[config.mk]
export PLATFORM = sky130hd
export DESIGN_NAME = wb_rr_arbiter
export DESIGN_NICKNAME = d
export VERILOG_FILES = /design/src/rtl/wb_rr_arbiter.sv
export SDC_FILE = /design/constraint.sdc
export NUM_CORES = 1
export LEC_CHECK = 0
export CORE_AREA = 3 3 146 148
export CTS_BUF_LIST = sky130_fd_sc_hd__clkbuf_16
export DETAILED_ROUTE_END_ITERATION = 7
export DIE_AREA = 0 0 149 151
export PLACE_DENSITY = 0.51
export SLEW_MARGIN = 20
export SYNTH_ARGS = -nofsm -noshare
export SYNTH_HDL_FRONTEND = slang
export SYNTH_SLANG_ARGS = --single-unit
export TNS_END_PERCENT = 20
[constraint.sdc]
create_clock -name i_clk -period 2.9 [get_ports i_clk]
set_input_delay 0.435 -clock i_clk [delete_from_list [all_inputs] [get_ports i_clk]]
set_output_delay 0.435 -clock i_clk [all_outputs]
set_load 0.03 [all_outputs]
[src/rtl/wb_rr_arbiter.sv]
// wb_rr_arbiter: round-robin arbiter that lets NM pipelined Wishbone masters
// share one downstream slave. Ownership is registered and lasts until the owner
// drops CYC. While a master owns the bus, the downstream control and payload
// signals are taken combinationally from that master.
//
// Optional feature: define WB_RR_ARBITER_TIMEOUT_EN to add a watchdog. If a
// tenure hangs, the watchdog signals ERR to the owner and parks the arbiter in
// ABORT until the owner drops CYC.
//
// Ports
//   i_clk, i_reset_n        clock; synchronous active-low reset
//   i_m_cyc/stb/we          per-master Wishbone control, one bit per master
//   i_m_adr/dat/sel         per-master payload, master k at [k*W +: W]
//   o_m_ack/stall/err       per-master responses; non-owners see stall=1
//   o_grant                 one-hot current owner, 0 when idle (registered)
//   o_cyc/stb/we/adr/dat/sel  arbitrated downstream request
//   i_ack, i_stall, i_err   downstream slave responses
module wb_rr_arbiter #(
  parameter int unsigned NM    = 4,
  parameter int unsigned AW    = 32,
  parameter int unsigned DW    = 32,
  parameter int unsigned LGTMO = 8,
  parameter int unsigned LGOUT = 4
) (
  input  logic                 i_clk,
  input  logic                 i_reset_n,
  input  logic [NM-1:0]        i_m_cyc,
  input  logic [NM-1:0]        i_m_stb,
  input  logic [NM-1:0]        i_m_we,
  input  logic [NM*AW-1:0]     i_m_adr,
  input  logic [NM*DW-1:0]     i_m_dat,
  input  logic [NM*DW/8-1:0]   i_m_sel,
  output logic [NM-1:0]        o_m_ack,
  output logic [NM-1:0]        o_m_stall,
  output logic [NM-1:0]        o_m_err,
  output logic [NM-1:0]        o_grant,
  output logic                 o_cyc,
  output logic                 o_stb,
  output logic                 o_we,
  output logic [AW-1:0]        o_adr,
  output logic [DW-1:0]        o_dat,
  output logic [DW/8-1:0]      o_sel,
  input  logic                 i_ack,
  input  logic                 i_stall,
  input  logic                 i_err
);

  localparam int unsigned PW = (NM > 1) ? $clog2(NM) : 1;
  localparam int unsigned SW = DW / 8;

  typedef enum logic [1:0] {
    S_IDLE  = 2'd0,
    S_OWN   = 2'd1
`ifdef WB_RR_ARBITER_TIMEOUT_EN
    ,S_ABORT = 2'd2
`endif
  } state_t;

  state_t            state_q, state_d;
  logic [NM-1:0]     grant_q, grant_d;
  logic [PW-1:0]     owner_q, owner_d;
  logic [PW-1:0]     ptr_q, ptr_d;
  logic [LGOUT-1:0]  outst_q, outst_d;
`ifdef WB_RR_ARBITER_TIMEOUT_EN
  logic [LGTMO-1:0]  wd_q, wd_d;
  logic              timeout;
`endif

  logic [NM-1:0]     req;
  logic              win_any;
  logic [PW-1:0]     win_idx;
  logic [PW-1:0]     cand;
  logic              own_cyc, own_stb, sat, stb_gated, acc, rsp;

  assign req     = i_m_cyc & i_m_stb;
  assign own_cyc = i_m_cyc[owner_q];
  assign own_stb = i_m_stb[owner_q];
  assign sat     = (outst_q == {LGOUT{1'b1}});

  // Payload always follows the owner; it is only meaningful while o_cyc is high.
  assign o_we    = i_m_we[owner_q];
  assign o_adr   = i_m_adr[owner_q*AW +: AW];
  assign o_dat   = i_m_dat[owner_q*DW +: DW];
  assign o_sel   = i_m_sel[owner_q*SW +: SW];
  assign o_grant = grant_q;

  // Round-robin pick: first requester above the pointer, wrapping mod NM.
  // The loop runs from the farthest candidate down so the nearest one wins.
  always_comb begin
    win_any = 1'b0;
    win_idx = '0;
    cand    = '0;
    for (int unsigned i = NM; i >= 1; i--) begin
      cand = PW'((32'(ptr_q) + i) % NM);
      if (req[cand]) begin
        win_any = 1'b1;
        win_idx = cand;
      end
    end
  end

  // Next-state and bus-steering logic.
  always_comb begin
    state_d   = state_q;
    grant_d   = grant_q;
    owner_d   = owner_q;
    ptr_d     = ptr_q;
    outst_d   = outst_q;
    o_cyc     = 1'b0;
    o_stb     = 1'b0;
    o_m_ack   = '0;
    o_m_err   = '0;
    o_m_stall = '1;
    stb_gated = 1'b0;
    acc       = 1'b0;
    rsp       = 1'b0;
`ifdef WB_RR_ARBITER_TIMEOUT_EN
    wd_d      = '0;
    timeout   = 1'b0;
`endif
    case (state_q)
      S_IDLE: begin
        outst_d = '0;
        if (win_any) begin
          state_d = S_OWN;
          grant_d = NM'(1) << win_idx;
          owner_d = win_idx;
          ptr_d   = win_idx;
        end
      end
      S_OWN: begin
`ifdef WB_RR_ARBITER_TIMEOUT_EN
        timeout = (wd_q == {LGTMO{1'b1}});
`endif
        // Hold STB off while the outstanding counter is full so the slave never
        // accepts a beat the owner still believes is stalled.
        stb_gated          = own_cyc & own_stb & ~sat;
        o_cyc              = own_cyc;
        o_stb              = stb_gated;
        o_m_stall[owner_q] = i_stall | sat;
        o_m_ack[owner_q]   = i_ack;
        o_m_err[owner_q]   = i_err;
        acc = stb_gated & ~i_stall;
        rsp = (i_ack | i_err) & (outst_q != '0);
        if (acc && !rsp)      outst_d = outst_q + 1'b1;
        else if (rsp && !acc) outst_d = outst_q - 1'b1;
`ifdef WB_RR_ARBITER_TIMEOUT_EN
        if (timeout) begin
          o_m_ack[owner_q] = 1'b0;
          o_m_err[owner_q] = 1'b1;
        end
        if (outst_q == '0 || i_ack || i_err) wd_d = '0;
        else if (!timeout)                   wd_d = wd_q + 1'b1;
`endif
        if (!own_cyc) begin
          state_d = S_IDLE;
          grant_d = '0;
          outst_d = '0;
`ifdef WB_RR_ARBITER_TIMEOUT_EN
        end else if (timeout) begin
          state_d = S_ABORT;
`endif
        end
      end
`ifdef WB_RR_ARBITER_TIMEOUT_EN
      // Bus released downstream; owner is held stalled until it gives up CYC.
      S_ABORT: begin
        if (!own_cyc) begin
          state_d = S_IDLE;
          grant_d = '0;
          outst_d = '0;
        end
      end
`endif
      default: begin
        state_d = S_IDLE;
        grant_d = '0;
        outst_d = '0;
      end
    endcase
  end

  // State register; reset parks the pointer at NM-1 so master 0 wins first.
  always_ff @(posedge i_clk) begin
    if (!i_reset_n) begin
      state_q <= S_IDLE;
      grant_q <= '0;
      owner_q <= '0;
      ptr_q   <= PW'(NM - 1);
      outst_q <= '0;
`ifdef WB_RR_ARBITER_TIMEOUT_EN
      wd_q    <= '0;
`endif
    end else begin
      state_q <= state_d;
      grant_q <= grant_d;
      owner_q <= owner_d;
      ptr_q   <= ptr_d;
      outst_q <= outst_d;
`ifdef WB_RR_ARBITER_TIMEOUT_EN
      wd_q    <= wd_d;
`endif
    end
  end

endmodule

==> metrics.txt <==
# TYPE chip_impl_metric gauge
chip_impl_metric{name="drt-pass1-iter-count",unit=""} 4
chip_impl_metric{name="arrival",unit="ns"} 2.95
chip_impl_metric{name="max_cap_violations",unit=""} 0
chip_impl_metric{name="synthesis.area",unit="um2"} 2500
chip_impl_metric{name="final.min_clock_period",unit="ns"} 2.83
chip_impl_metric{name="routed_wirelength",unit="um"} 19500
chip_impl_info{name="final_common_cell",value="clkdlybuf4s50_1"} 1
chip_impl_metric{name="net_switching_share_of_the_total_power",unit="%"} 39.6
chip_impl_metric{name="dieWidth",unit="um"} 149
chip_impl_metric{name="number_of_flops_mapped_to_enable_cells_by_yosys",unit=""} 0
chip_impl_info{name="critical_path.endpoint_type",value="register"} 1
chip_impl_metric{name="depth_of_the_cts_h_tree",unit=""} 1
chip_impl_metric{name="postPlaceCellArea",unit="um2"} 6650
chip_impl_metric{name="number_of_hold_slack_violations_in_the_final_timing_report",unit=""} 0
chip_impl_info{name="setup.worst_path.start_class",value="input pin"} 1
chip_impl_metric{name="worstPathMaxFanout",unit=""} 3
chip_impl_metric{name="post_synth_inst_count",unit=""} 193
chip_impl_metric{name="m1WireLength",unit="um"} 7080
chip_impl_metric{name="route.detailed.wl_per_inst",unit="um"} 23.2
chip_impl_metric{name="die_height",unit="um"} 151
chip_impl_metric{name="area_added_between_synthesis_and_finish",unit="%"} 170
chip_impl_metric{name="via_count",unit=""} 3620
chip_impl_metric{name="via_per_inst",unit=""} 4.31
chip_impl_metric{name="grt_pass1_vias",unit=""} 3824
chip_impl_metric{name="hpwlAfterDp",unit="um"} 17100
chip_impl_metric{name="final_util",unit="%"} 33.6
chip_impl_metric{name="final.setup.tns",unit="ns"} 0
chip_impl_metric{name="max_freq",unit="GHz"} 0.354
chip_impl_metric{name="port-buffer-count",unit=""} 375
chip_impl_metric{name="die-area",unit="um2"} 22500
chip_impl_metric{name="numCtsBuffers",unit=""} 3
chip_impl_metric{name="grt_usage",unit="%"} 15.6
chip_impl_info{name="cts_tree",value="done"} 1
chip_impl_metric{name="worst-slew-pin-transition",unit="ns"} 0.602
chip_impl_metric{name="synth_nets",unit=""} 486
chip_impl_metric{name="grt_start_max_net_pins",unit=""} 49
chip_impl_metric{name="netSwitchingPower",unit="W"} 0.000859
chip_impl_metric{name="routed-wl-met3",unit="um"} 1740
chip_impl_metric{name="initial_antenna_violation_count",unit=""} 5
chip_impl_metric{name="ir_worst_vdd",unit="mV"} 0.223
chip_impl_metric{name="cts_sinks",unit=""} 13
chip_impl_metric{name="timing.final.ws_setup",unit="ns"} 0.0729
chip_impl_metric{name="p_comb_share",unit="%"} 78.0
chip_impl_metric{name="final_min_period_over_clock_period",unit="%"} 97.5
chip_impl_metric{name="placed_cells_incl_taps",unit=""} 834
chip_impl_metric{name="clk_transition_reported_paths",unit="ns"} 0.05
chip_impl_metric{name="power_frac_clock",unit="%"} 12.0
chip_impl_metric{name="drive_gt1_share",unit="%"} 18.8
chip_impl_metric{name="static-leakage-power",unit="nW"} 2.32
chip_impl_metric{name="dp_worst_slack",unit="ns"} -0.309
chip_impl_metric{name="grt.overflow.total",unit=""} 0
chip_impl_metric{name="yosys_warnings",unit=""} 0
chip_impl_metric{name="final_area",unit="um2"} 6770
chip_impl_metric{name="post_synthesis_sequential_area_ratio",unit="%"} 10.4
chip_impl_metric{name="finalNetCount",unit=""} 863
chip_impl_metric{name="fp.coreArea",unit="um2"} 20200
chip_impl_metric{name="powerDensity",unit="nW/um2"} 320
chip_impl_metric{name="timing.slew.headroom",unit="%"} 59.6
chip_impl_metric{name="finalWeightedCongestion",unit=""} 0.807
chip_impl_metric{name="syn_area_per_cell",unit="um2"} 13.0
chip_impl_metric{name="drt_first_iter_violations",unit=""} 85
chip_impl_info{name="hold_class",value="register to register"} 1
chip_impl_metric{name="worst_skew_pair.late_latency",unit="ns"} 0.24
chip_impl_metric{name="cp.required",unit="ns"} 3.03
chip_impl_info{name="cts_root_buffer",value="clkbuf_16"} 1
chip_impl_metric{name="route.antenna.remaining_nets",unit=""} 0
chip_impl_metric{name="worst_clock_skew_on_the_final_layout",unit="ns"} 0.00308
chip_impl_metric{name="cts_max_path_buffers",unit=""} 2
chip_impl_metric{name="number_of_rows_created_at_floorplan",unit=""} 52
chip_impl_metric{name="remaining_drc_errors",unit=""} 0
chip_impl_metric{name="final-instance-count-excl-fill",unit=""} 840
chip_impl_metric{name="synth.ff_latch_count",unit=""} 13
chip_impl_metric{name="pwr-share-seq",unit="%"} 10.0
chip_impl_metric{name="initial_utilization",unit="%"} 12.4
chip_impl_info{name="layout.cells.most_common_list",value="clkdlybuf4s50_1 (366), mux4_2 (71), buf_4 (19)"} 1
chip_impl_metric{name="design.portCount",unit=""} 376
chip_impl_metric{name="met2RoutedLength",unit="um"} 10500
chip_impl_info{name="worstSetupPathType",value="input pin to register"} 1
chip_impl_metric{name="synthArstFlopShare",unit="%"} 0
chip_impl_metric{name="setup_viol",unit=""} 0
chip_impl_metric{name="internal-power",unit="W"} 0.00131
chip_impl_info{name="status",value="complete, no violations"} 1
chip_impl_info{name="synthFlopType",value="dfxtp_1"} 1
chip_impl_metric{name="number_of_distinct_library_cells_after_synthesis",unit=""} 40
chip_impl_info{name="grt_setup_unrepaired",value="no"} 1
chip_impl_metric{name="grt_pass1_wl",unit="um"} 26300
chip_impl_metric{name="slew_violations",unit=""} 0
chip_impl_info{name="maxUsedRoutingLayer",value="met5"} 1
-- Yosys cell counts (3+ instances only) --
| cell | n | area (um2) |
|---|---|---|
| nand2b_1 | 4 | 25.0 |
| o21ai_0 | 3 | 15.0 |
| nand3_1 | 4 | 20.0 |
| dfxtp_1 | 13 | 260 |
| a21oi_1 | 5 | 25.0 |
| a31oi_1 | 3 | 18.8 |
| a22o_1 | 3 | 26.3 |
| clkbuf_1 | 8 | 30.0 |
| nor3_1 | 4 | 20.0 |
| and2_1 | 3 | 18.8 |
| nor2_1 | 17 | 63.8 |
| mux4_2 | 71 | 1600 |
| ha_1 | 3 | 37.5 |
| inv_1 | 3 | 11.3 |
| buf_2 | 9 | 45.0 |
| nand2_1 | 9 | 33.8 |
| nand3b_1 | 3 | 22.5 |
-- cells by family after synthesis --
| kind of cell | synth area share [%] |
|---|---|
| compound gates | 6.55 |
| xor+xnor | 0.700 |
| flops | 10.4 |
| buf+inv | 4.05 |
| mux | 64.7 |
| simple gates | 11.3 |
| fa+ha+maj | 2.30 |
-- timing repair --
action,4_1_cts,5_1_grt
endpoints found under the setup margin,1,1
hold buffers,0,0
resized for setup,4,4
pin swaps,1,0
setup buffers,0,1
-- stage by stage --
| step | total power, W | hold WS, ns |
|---|---|---|
| 4_1_cts | 0.00219 | 0.485 |
| 6_report | 0.00217 | 0.473 |
| 3_3_place_gp | 0.00191 | 0.466 |
| 3_5_place_dp | 0.00192 | 0.469 |
| 2_1_floorplan | 0.00104 | 0.502 |
| 5_1_grt | 0.00227 | 0.508 |
-- flip-flops by register name, indices dropped and copies added, names as in the netlist --
name	count
o_grant	4
outst_q	4
owner_q	2
ptr_q	2
state_q	1
-- final timing paths --
path	from	end	slack, ns	cells after the start
setup reg to reg	owner_q[0]$_SDFFE_PN0P_	outst_q[3]$_SDFFE_PN0P_	0.26	10
hold / removal	o_grant[2]$_SDFFE_PN0P_	o_grant[2]$_SDFFE_PN0P_	0.47	1
setup / recovery	i_m_cyc[0]	outst_q[3]$_SDFFE_PN0P_	0.07	11
hold reg to reg	o_grant[2]$_SDFFE_PN0P_	o_grant[2]$_SDFFE_PN0P_	0.47	1
-- power by group through the flow --
stage | combinational, W | clock, W | sequential, W
finish | 0.00169 | 0.000259 | 0.000217
floorplan | 0.000826 | 0 | 0.000215
detailed placement | 0.00170 | 0 | 0.000220
CTS | 0.00171 | 0.000262 | 0.000217
global placement | 0.00169 | 0 | 0.000220
global route | 0.00177 | 0.000273 | 0.000220
-- worst max-delay path, cell delays in order --
cell and delay (ns):
clkdlybuf4s50_1 0.43, mux4_2 0.53, and3_4 0.21, ha_1 0.22, inv_2 0.09, buf_4 0.13
ha_1 0.22, nand3_1 0.10, a211oi_1 0.08, a31oi_2 0.15, mux2_2 0.34
-- layer usage --
| layer | global-route usage, % | up-vias |
|---|---|---|
| met4 | 1.42 | 8 |
| met2 | 28.9 | 180 |
| met3 | 4.64 | 24 |
| li1 | - | 1606 |
| met5 | 0 | - |
| met1 | 18.3 | 1802 |
-- cell type report --
class / count / area, um2
clock inverter: 1 / 5.00
tap: 270 / 338
inverter: 3 / 11.3
sequential: 13 / 268
timing repair buffer: 391 / 3900
antenna: 1 / 2.50
clock buffer: 3 / 75.1
fill: 2038 / 13400
multi-input combinational: 158 / 2170
Power figures use the tool's default switching activity.
